==> config.mk <==
export PLATFORM = sky130hd
export DESIGN_NAME = shrimp_reg_file
export DESIGN_NICKNAME = d
export VERILOG_FILES = /design/src/rtl/shrimp_reg_file.sv
export SDC_FILE = /design/constraint.sdc
export NUM_CORES = 1
export LEC_CHECK = 0
export CAP_MARGIN = 40
export CELL_PAD_IN_SITES_DETAIL_PLACEMENT = 0
export CELL_PAD_IN_SITES_GLOBAL_PLACEMENT = 1
export CORE_MARGIN = 5
export CORE_UTILIZATION = 55
export CTS_CLUSTER_SIZE = 14
export DETAILED_ROUTE_END_ITERATION = 16
export PLACE_DENSITY_LB_ADDON = 0.08
export SYNTH_ARGS = -nofsm -noshare
export SYNTH_HDL_FRONTEND = slang
export SYNTH_SLANG_ARGS = --single-unit
==> constraint.sdc <==
create_clock -name clock -period 3.8 [get_ports clock]
set_input_delay 0.76 -clock clock [delete_from_list [all_inputs] [get_ports clock]]
set_output_delay 0.76 -clock clock [all_outputs]
set_load 0.005 [all_outputs]
==> src/rtl/shrimp_reg_file.sv <==
// ----------------------------------------------------------------------------
// shrimp_reg_file
//
// General-purpose register file for the shrimp 8-bit CPU. It holds NUM_REGS
// registers of DATA_WIDTH bits each. Two independent read ports feed the ALU
// source operands, and one write port accepts the writeback result.
//
// Reads are purely combinational from the address and the stored state. There
// is no write-to-read bypass: a read of a register that is being written shows
// the old contents until the capturing clock edge.
//
// r0 is an ordinary writable register; it is not hardwired to zero.
//
// Ports:
//   clock         in   rising-edge write clock
//   reset_n       in   asynchronous active-low reset, clears every register
//   reg_r_a_addr  in   read port A address
//   reg_r_b_addr  in   read port B address
//   reg_w_addr    in   write address
//   reg_w_val     in   write data
//   reg_w_enable  in   commit reg_w_val to reg_w_addr on the rising edge
//   reg_r_a_val   out  contents of register reg_r_a_addr
//   reg_r_b_val   out  contents of register reg_r_b_addr
// ----------------------------------------------------------------------------
module shrimp_reg_file #(
    parameter int DATA_WIDTH = 8,
    parameter int NUM_REGS   = 16,
    parameter int ADDR_WIDTH = 4
) (
    input  logic                  clock,
    input  logic                  reset_n,
    input  logic [ADDR_WIDTH-1:0] reg_r_a_addr,
    input  logic [ADDR_WIDTH-1:0] reg_r_b_addr,
    input  logic [ADDR_WIDTH-1:0] reg_w_addr,
    input  logic [DATA_WIDTH-1:0] reg_w_val,
    input  logic                  reg_w_enable,
    output logic [DATA_WIDTH-1:0] reg_r_a_val,
    output logic [DATA_WIDTH-1:0] reg_r_b_val
);

    // Register storage, r0..r(NUM_REGS-1).
    logic [DATA_WIDTH-1:0] regs_r [NUM_REGS];

    // Storage update: async clear, otherwise a single-register write when enabled.
    always_ff @(posedge clock or negedge reset_n) begin
        if (!reset_n) begin
            for (int i = 0; i < NUM_REGS; i++) begin
                regs_r[i] <= {DATA_WIDTH{1'b0}};
            end
        end else if (reg_w_enable) begin
            regs_r[reg_w_addr] <= reg_w_val;
        end
    end

    // Combinational read ports. The outputs reflect stored state only, so a
    // write becomes visible just after its edge and never before it.
    always_comb begin
        reg_r_a_val = regs_r[reg_r_a_addr];
        reg_r_b_val = regs_r[reg_r_b_addr];
    end

endmodule

Word level (Yosys, flattened, before mapping) --
Index checks and enable logic that the tools add are counted.
Cells by class: $add $sub $neg 0, multipliers 0, divide/modulo/power cells 0, $lt $le $gt $ge 4, eq/ne operators 0, shifts and indexed selects 0, mux-type cells 9, bitwise operators 3, reductions and logical operators 1
Operator list (number):
- 128-bit bitwise mux | 1
- 8-bit binary-select mux with 4-bit select | 2
- 8-bit two-way mux | 5
- 8-bit demux with 4-bit select | 1
- 5-bit greater-or-equal comparator, second input constant | 3
- 4-bit inverter with 5-bit output | 3
- 5-bit by 1-bit less-than comparator with 1-bit output, second input constant | 1
- 1-bit logical AND | 1
Storage, ports and cells: register bits 128, latch bits 0, memory bits (writable) 0, memory bits (read-only) 0, bits of input ports 23, output and inout port bits 16, logic and storage cells 33, memories 0

Logic depth before layout (Yosys ltp) --
Gate-level depths: netlist (run 1).
depth in word-level cells 6, gate-level depth with buffers 5, gate-level depth less buffers 3

Worst setup path after synthesis (run 1) --
No wires, ideal clock.
path type input-to-output, start point in reg_r_a_addr[0], end point out reg_r_a_val[1], arrival 1.972 ns, data required time 3.040 ns, slack 1.068 ns, stages on the path 5, path buffers 2, path through buf_2 > buf_2 > mux4_2 > a22oi_1 > nand2_1
On the way: word-level cells in the longest chain between the ends 4
RTL lines:
- start, declared | line 32 | input logic [ADDR_WIDTH-1:0] reg_r_a_addr,
- 4-bit inverter with 5-bit output (not written as such) | line 58 | reg_r_a_val = regs_r[reg_r_a_addr];
- 8-bit binary-select mux with 4-bit select | line 58
- 8-bit two-way mux (not written as such) (2 in a row) | line 58
- end, declared | line 37 | output logic [DATA_WIDTH-1:0] reg_r_a_val,
No other way between the ends. The select of a mux whose other input is x is not followed.

Worst setup path in the final report (run 1) --
start point in reg_r_b_addr[2], end point out reg_r_b_val[3]
On the way: word-level cells in the longest chain between the ends 4
RTL lines:
- start, declared | line 33 | input logic [ADDR_WIDTH-1:0] reg_r_b_addr,
- 4-bit inverter with 5-bit output (not written as such) | line 59 | reg_r_b_val = regs_r[reg_r_b_addr];
- 8-bit binary-select mux with 4-bit select | line 59
- 8-bit two-way mux (not written as such) (2 in a row) | line 59
- end, declared | line 38 | output logic [DATA_WIDTH-1:0] reg_r_b_val
No other way between the ends. The select of a mux whose other input is x is not followed.

==> flow_summary_export.csv, run 1 <==
group,metric,value,unit
die,design.portCount,39,
placement,dp.final_hpwl,10700,um
detailed_routing,viasPerCell,6.48,
sta,max-slew-margin-rel,41.1,%
setup_path,critical_path.startpoint_type,"primary input",
cts,cts.repair.resized,0,
setup_path,critPathBufInv,2,
finish,area.growth.synth_to_final,17.7,%
logic_synthesis,ys_warn_count,0,
sta,min_period_over_period,94.5,%
setup_path,worst_path_largest_cell_delay,0.70,ns
sta,worstMarginPinSlew,0.880,ns
logic_synthesis,synth_top_flop_cell,"dfrtp_1",
detailed_routing,drt_drc_violations_left,0,
placement,globalplace.congestion,0.788,
die,core_area,0.0121,sq mm
finish,fill_cell_count,880,
logic_synthesis,syn_area,0.00685,sq mm
worst_hold_path,hp-class,"primary input to async pin",
detailed_routing,post_dr_wirelength_cell,25.5,um
pwr,p_sw_share,25.8,%
detailed_routing,vias,4223,
die,rows,40,
finish,antenna_cells_inserted,0,
detailed_routing,totalWireLength,16600,um
cts,htree_levels,4,
pwr,p_seq_share,41.2,%
cts,numCtsBuffers,17,
setup_path,path_class,"primary input to output port",
pwr,power.density_cell_area,576,mW/mm^2
global_routing,grt_pass1_vias,4466,
sta,fin_max_slew_vios,0,
setup_path,worstSetupEndpointType,"output port",
logic_synthesis,yosys_register_bits,128,
logic_synthesis,synthDistinctLibCells,24,
logic_synthesis,synthesis.area_per_instance,15.8,sq um
logic_synthesis,mappedNetlistNets,458,
sta,timing.final.hold_violations,0,
cts,ctsRootBufferMaster,"clkbuf_16",
finish,drive_gt1_share,52.9,%
setup_path,critPathMaxFanout,8,
placement,buffer_ports.inserted,38,
cts,post-cts-setup-buffers,0,
die,chipWidth,122,um
setup_path,cpLargestDelayFamily,"buffers and inverters",
cts,tritoncts,"built",
status,status,"complete, no violations",
pwr,internal-power,0.00344,W
finish,multi_input_comb_area,0.00349,sq mm
global_routing,largest_net_degree_at_the_start_of_global_routing,66,
setup_path,cp_slowest_cell,"nor2_1",
placement,placement.setup.worst_slack,0.224,ns
logic_synthesis,number_of_enable_flip_flop_cells_after_synthesis,0,
setup_path,critical_path_required,3.04,ns
finish,layout.nets,495,
sta,rsz0062_at_grt,"false",
pwr,clock_power_share,36.6,%
pwr,netSwitchingPower,0.00120,W
die,die-area,0.0148,sq mm
logic_synthesis,synth.yosys.seq_area_share,46.7,%
sta,setup_violations,0,
cts,postCtsHoldBufs,0,
finish,largestRegisters,"regs_r (128)",
finish,area.sequential,0.00320,sq mm
setup_path,critical-path-top-cell-by-count,"clkdlybuf4s50_1",
finish,top_register,"regs_r",
sta,setup_tns,0,ns
cts,clk-insertion-delay-late,0.42,ns
die,initial_utilization,56.6,%
detailed_routing,drt_iter0_drc,331,
finish,largest_register_ffs,128,
setup_path,crit_chain,"clkdlybuf4s50_1 > nor2_1 > a22oi_1 > nand2_1 > clkdlybuf4s50_1",
die,die_y,122,um
pwr,power.leakage,3.31,nW
cts,ctsLongestPathBuffers,2,
sta,final.setup_skew,0,ns
global_routing,grt_pass1_wl,26400,um
global_routing,grt_util_all_layers,24.4,%
global_routing,grt_overflow_total,0,
setup_path,timing.critical_path.arrival,2.83,ns
logic_synthesis,post_synth_inst_count,435,
detailed_routing,antenna_violating_nets_post_route,0,
sta,timing.final.ws_setup,0.208,ns
pwr,power_frac_comb,22.1,%
global_routing,antenna_found_initial,0,
pwr,vdd_drop_max,0.543,mV
cts,clock_sink_count,128,
job,drv.max_cap_violation_count,0,
sta,peak_clock_frequency_supported_by_timing,278,MHz
sta,period_minus_slack,3.59,ns
logic_synthesis,synth-async-reset-ratio,100,%
detailed_routing,first_pass_iters,6,
cts,clock_edge_transition_at_the_registers_on_the_reported_setup_and_hold_paths,0.06,ns
-- worst paths after layout --
path | startpoint | to | slack, ns | cells past startpoint
max in group asynchronous | reset_n | regs_r[70] | 2.50 | 2
worst max register to register | regs_r[97] | regs_r[97] | 3.00 | 1
worst min-delay path | reset_n | regs_r[55] | 0.44 | 1
worst max-delay path | reg_r_b_addr[2] | reg_r_b_val[3] | 0.21 | 5
worst min register to register | regs_r[66] | regs_r[66] | 0.52 | 1
min in group clock | regs_r[66] | regs_r[66] | 0.52 | 1
-- cell usage after synthesis (3+ instances only) --
| master | n | area [sq um] |
|---|---|---|
| clkbuf_1 | 16 | 60.1 |
| a22oi_1 | 32 | 240 |
| buf_2 | 10 | 50.1 |
| nand2_1 | 18 | 67.6 |
| mux2_4 | 8 | 120 |
| mux2_2 | 120 | 1350 |
| nor3_4 | 3 | 48.8 |
| nor2b_1 | 4 | 25.0 |
| nor2_2 | 6 | 37.5 |
| buf_1 | 4 | 15.0 |
| nor3_2 | 3 | 30.0 |
| dfrtp_1 | 128 | 3200 |
| mux4_2 | 64 | 1440 |
-- layout make-up --
cell class | count | share of cell area, %
Multi-Input combinational cell | 273 | 43.2
Sequential cell | 128 | 39.7
Clock inverter | 14 | 2.39
Timing Repair Buffer | 52 | 6.79
Clock buffer | 17 | 5.27
Tap cell | 168 | 2.61
-- layout by cell type (no fill, tap or decap), drive strengths merged --
cell | synthesis | layout
dfrtp | 128 | 128
bufinv | 0 | 4
mux4 | 64 | 64
buf | 18 | 17
mux2 | 128 | 128
or4 | 1 | 1
nor4 | 1 | 1
or3 | 2 | 2
clkinvlp | 0 | 3
and2 | 2 | 2
nand3b | 2 | 2
nand2b | 3 | 3
nor2 | 8 | 8
nand3 | 2 | 2
nand2 | 18 | 18
a22oi | 32 | 32
nor2b | 4 | 4
nor3 | 6 | 6
clkdlybuf4s50 | 0 | 35
clkbuf | 16 | 17
clkinv | 0 | 7
-- layer usage --
metal  global-route usage [%]  vias to the layer above  wire length (um)  part of all wire, %
met5                        0                        -                 0                    0
met2                     38.1                      136              8230                   50
met3                     7.06                       22              1010                  6.1
met4                     7.35                        0               242                  1.5
met1                     33.7                     2278              7130                   43
li1                         -                     1787                 -                    -
-- through the flow --
| stage | power (W) | util, % | std cells | area, sq um | hold slack, ns |
|---|---|---|---|---|---|
| floorplan | 0.00259 | - | 435 | 6850 | 0.464 |
| CTS | 0.00467 | 66.6 | 652 | 8070 | 0.467 |
| global placement | 0.00291 | 61.5 | 621 | 7450 | 0.501 |
| finish | 0.00464 | 66.6 | 652 | 8070 | 0.440 |
| global route | 0.00485 | 66.6 | 652 | 8070 | 0.504 |
| detailed placement | 0.00296 | 61.5 | 621 | 7450 | 0.512 |
-- cells by family (layout without fill, tap and decap cells) --
family	Yosys count	count (layout)	synth area share, %
DFF	128	128	46.7
muxes	192	192	42.5
and+or+nand+nor	49	49	4.86
AOI/OAI and AO/OA	32	32	3.51
buffers and inverters	34	83	2.37
-- power by group through the flow --
stage / logic, W / clock network, W / registers, W
global placement: 0.00101 / 0 / 0.00189
global route: 0.00110 / 0.00179 / 0.00195
floorplan: 0.000739 / 0 / 0.00185
finish: 0.00103 / 0.00170 / 0.00191
detailed placement: 0.00103 / 0 / 0.00193
CTS: 0.00104 / 0.00173 / 0.00191
(Power assumes the default switching activity.)
==> run 2, diff against run 1 <==
Settings changed: CORE_MARGIN 5 to unset, SLEW_MARGIN set to 10.
==> run 2 against run 1 <==
Effect of this change:
- hold slack worse by 0.047 ns
- first-iteration DRC count increased by 40%
- clock skew unchanged
- combinational power barely moved
- non-clock buffer count rose by 8
- total power down 3.3%
- clock-buffer cell count up 6
- global-route usage up 5.8 points
- sequential power is essentially flat
- core utilization up 0.15 points
- cell count increased by 0.92%
- largest power group unchanged
==> flow_summary_export.csv, run 2 (same netlist as run 1, synthesis figures left out) <==
group,metric,value,unit
status,status,"complete, no violations",
sta,setup_violations,0,
die,core_area,0.0121,sq mm
cts,tritoncts,"built",
finish,antenna_cells_inserted,0,
finish,most_common_cell_after_layout_fill_and_taps_aside,"dfrtp_1",
pwr,power.density_cell_area,557,mW/mm^2
setup_path,critical_path.startpoint_type,"primary input",
detailed_routing,viasPerCell,6.65,
worst_hold_path,hp-class,"primary input to async pin",
pwr,vdd_drop_max,0.439,mV
pwr,power_frac_comb,22.5,%
global_routing,grt_pass1_vias,4520,
sta,max-slew-margin-rel,48.2,%
pwr,power.leakage,3.33,nW
cts,clock_sink_count,128,
setup_path,path_class,"primary input to output port",
global_routing,antenna_found_initial,0,
sta,timing.final.hold_violations,0,
placement,globalplace.congestion,0.766,
finish,largestRegisters,"regs_r (128)",
finish,final_cell_mix,"dfrtp_1, mux2_2, mux4_2",
sta,period_minus_slack,3.46,ns
finish,area.growth.synth_to_final,17.5,%
global_routing,grt_util_all_layers,30.2,%
pwr,netSwitchingPower,0.00116,W
sta,fin_max_slew_vios,0,
pwr,p_total,0.00449,W
finish,fill_cell_count,881,
sta,peak_clock_frequency_supported_by_timing,289,MHz
job,drv.max_cap_violation_count,0,
detailed_routing,first_pass_iters,5,
pwr,internal-power,0.00332,W
cts,cts.repair.resized,0,
detailed_routing,drt_iter0_drc,463,
detailed_routing,totalWireLength,17700,um
detailed_routing,drt_drc_violations_left,0,
cts,numCtsBuffers,17,
pwr,p_sw_share,25.9,%
setup_path,critPathMaxFanout,32,
cts,clock_edge_transition_at_the_registers_on_the_reported_setup_and_hold_paths,0.05,ns
sta,min_period_over_period,91.1,%
cts,ctsRootBufferMaster,"clkbuf_16",
finish,drive_gt1_share,53.3,%
finish,top_register,"regs_r",
global_routing,grt_pass1_wl,27500,um
sta,worstMarginPinSlew,0.777,ns
pwr,p_seq_share,43.0,%
sta,final.setup_skew,0,ns
cts,htree_levels,4,
cts,post-cts-setup-buffers,0,
die,chipWidth,114,um
setup_path,worstSetupEndpointType,"output port",
setup_path,timing.critical_path.arrival,2.70,ns
sta,rsz0062_at_grt,"false",
die,initial_utilization,56.8,%
detailed_routing,vias,4377,
pwr,clock_power_share,34.5,%
cts,postCtsHoldBufs,0,
die,die-area,0.0129,sq mm
placement,dp.final_hpwl,11300,um
die,rows,40,
sta,hold-worst-slack,0.393,ns
setup_path,critical_path_required,3.04,ns
placement,place_inst,629,
die,die_y,114,um
finish,largest_register_ffs,128,
cts,clk-insertion-delay-late,0.42,ns
die,design.portCount,39,
sta,setup_tns,0,ns
cts,ctsLongestPathBuffers,2,
detailed_routing,antenna_violating_nets_post_route,0,
placement,buffer_ports.inserted,38,
global_routing,largest_net_degree_at_the_start_of_global_routing,73,
finish,layout.cells.non_filler,658,
global_routing,grt_overflow_total,0,
finish,layout.nets,503,
detailed_routing,post_dr_wirelength_cell,26.9,um
-- run 2: changes by cell type in the layout (fill, tap and decap cells not counted), sizes merged --
cell      previous run  this run
clkinv               7         4
bufinv               4         1
buf                 17        25
clkinvlp             3         1
clkbuf              17        23
-- run 2: critical path, stage by stage --
cell and delay (ns):
clkdlybuf4s50_1 0.51, buf_12 0.23, mux4_2 0.33, a22oi_1 0.30
nand2_1 0.10, clkdlybuf4s50_1 0.45
-- run 2: cell type report --
class	instances	area, sq um	share of cell area, %
multi-input cells	273	3490	43.3
flip-flops and latches	128	3200	39.8
repair buffers	60	596	7.40
clock buffers	23	498	6.19
well taps	168	210	2.61
clock inverters	6	57.6	0.715
-- run 2: power by group through the flow --
stage	clock [W]	combinational, W	sequential, W
2_1_floorplan	0	0.000739	0.00185
3_3_place_gp	0	0.000983	0.00191
3_5_place_dp	0	0.00101	0.00194
4_1_cts	0.00156	0.00102	0.00192
5_1_grt	0.00162	0.00108	0.00197
6_report	0.00155	0.00101	0.00193
-- run 2: final timing paths --
kind | startpoint | endpoint | slack, ns | depth (start not counted)
setup / recovery | reg_r_a_addr[1] | reg_r_a_val[5] | 0.34 | 6
hold / removal | reset_n | regs_r[63] | 0.39 | 1
setup reg to reg | regs_r[88] | regs_r[88] | 2.98 | 1
hold reg to reg | regs_r[116] | regs_r[116] | 0.52 | 1
max in group asynchronous | reset_n | regs_r[102] | 2.54 | 2
min in group clock | regs_r[116] | regs_r[116] | 0.52 | 1
-- run 2: layer usage --
metal / global-route usage (%) / wire [um]
met4: 11.2 / 428
met3: 8.24 / 1290
met5: 0 / 0
met2: 44.7 / 8280
met1: 43.3 / 7690
-- run 2: through the flow --
step	utilization [%]	instance area (sq um)	setup slack (ns)
3_3_place_gp	62.1	7490	0.353
3_5_place_dp	62.1	7490	0.354
6_report	66.7	8050	0.339
2_1_floorplan	-	6850	1.07
4_1_cts	66.7	8050	0.348
5_1_grt	66.7	8050	0.281
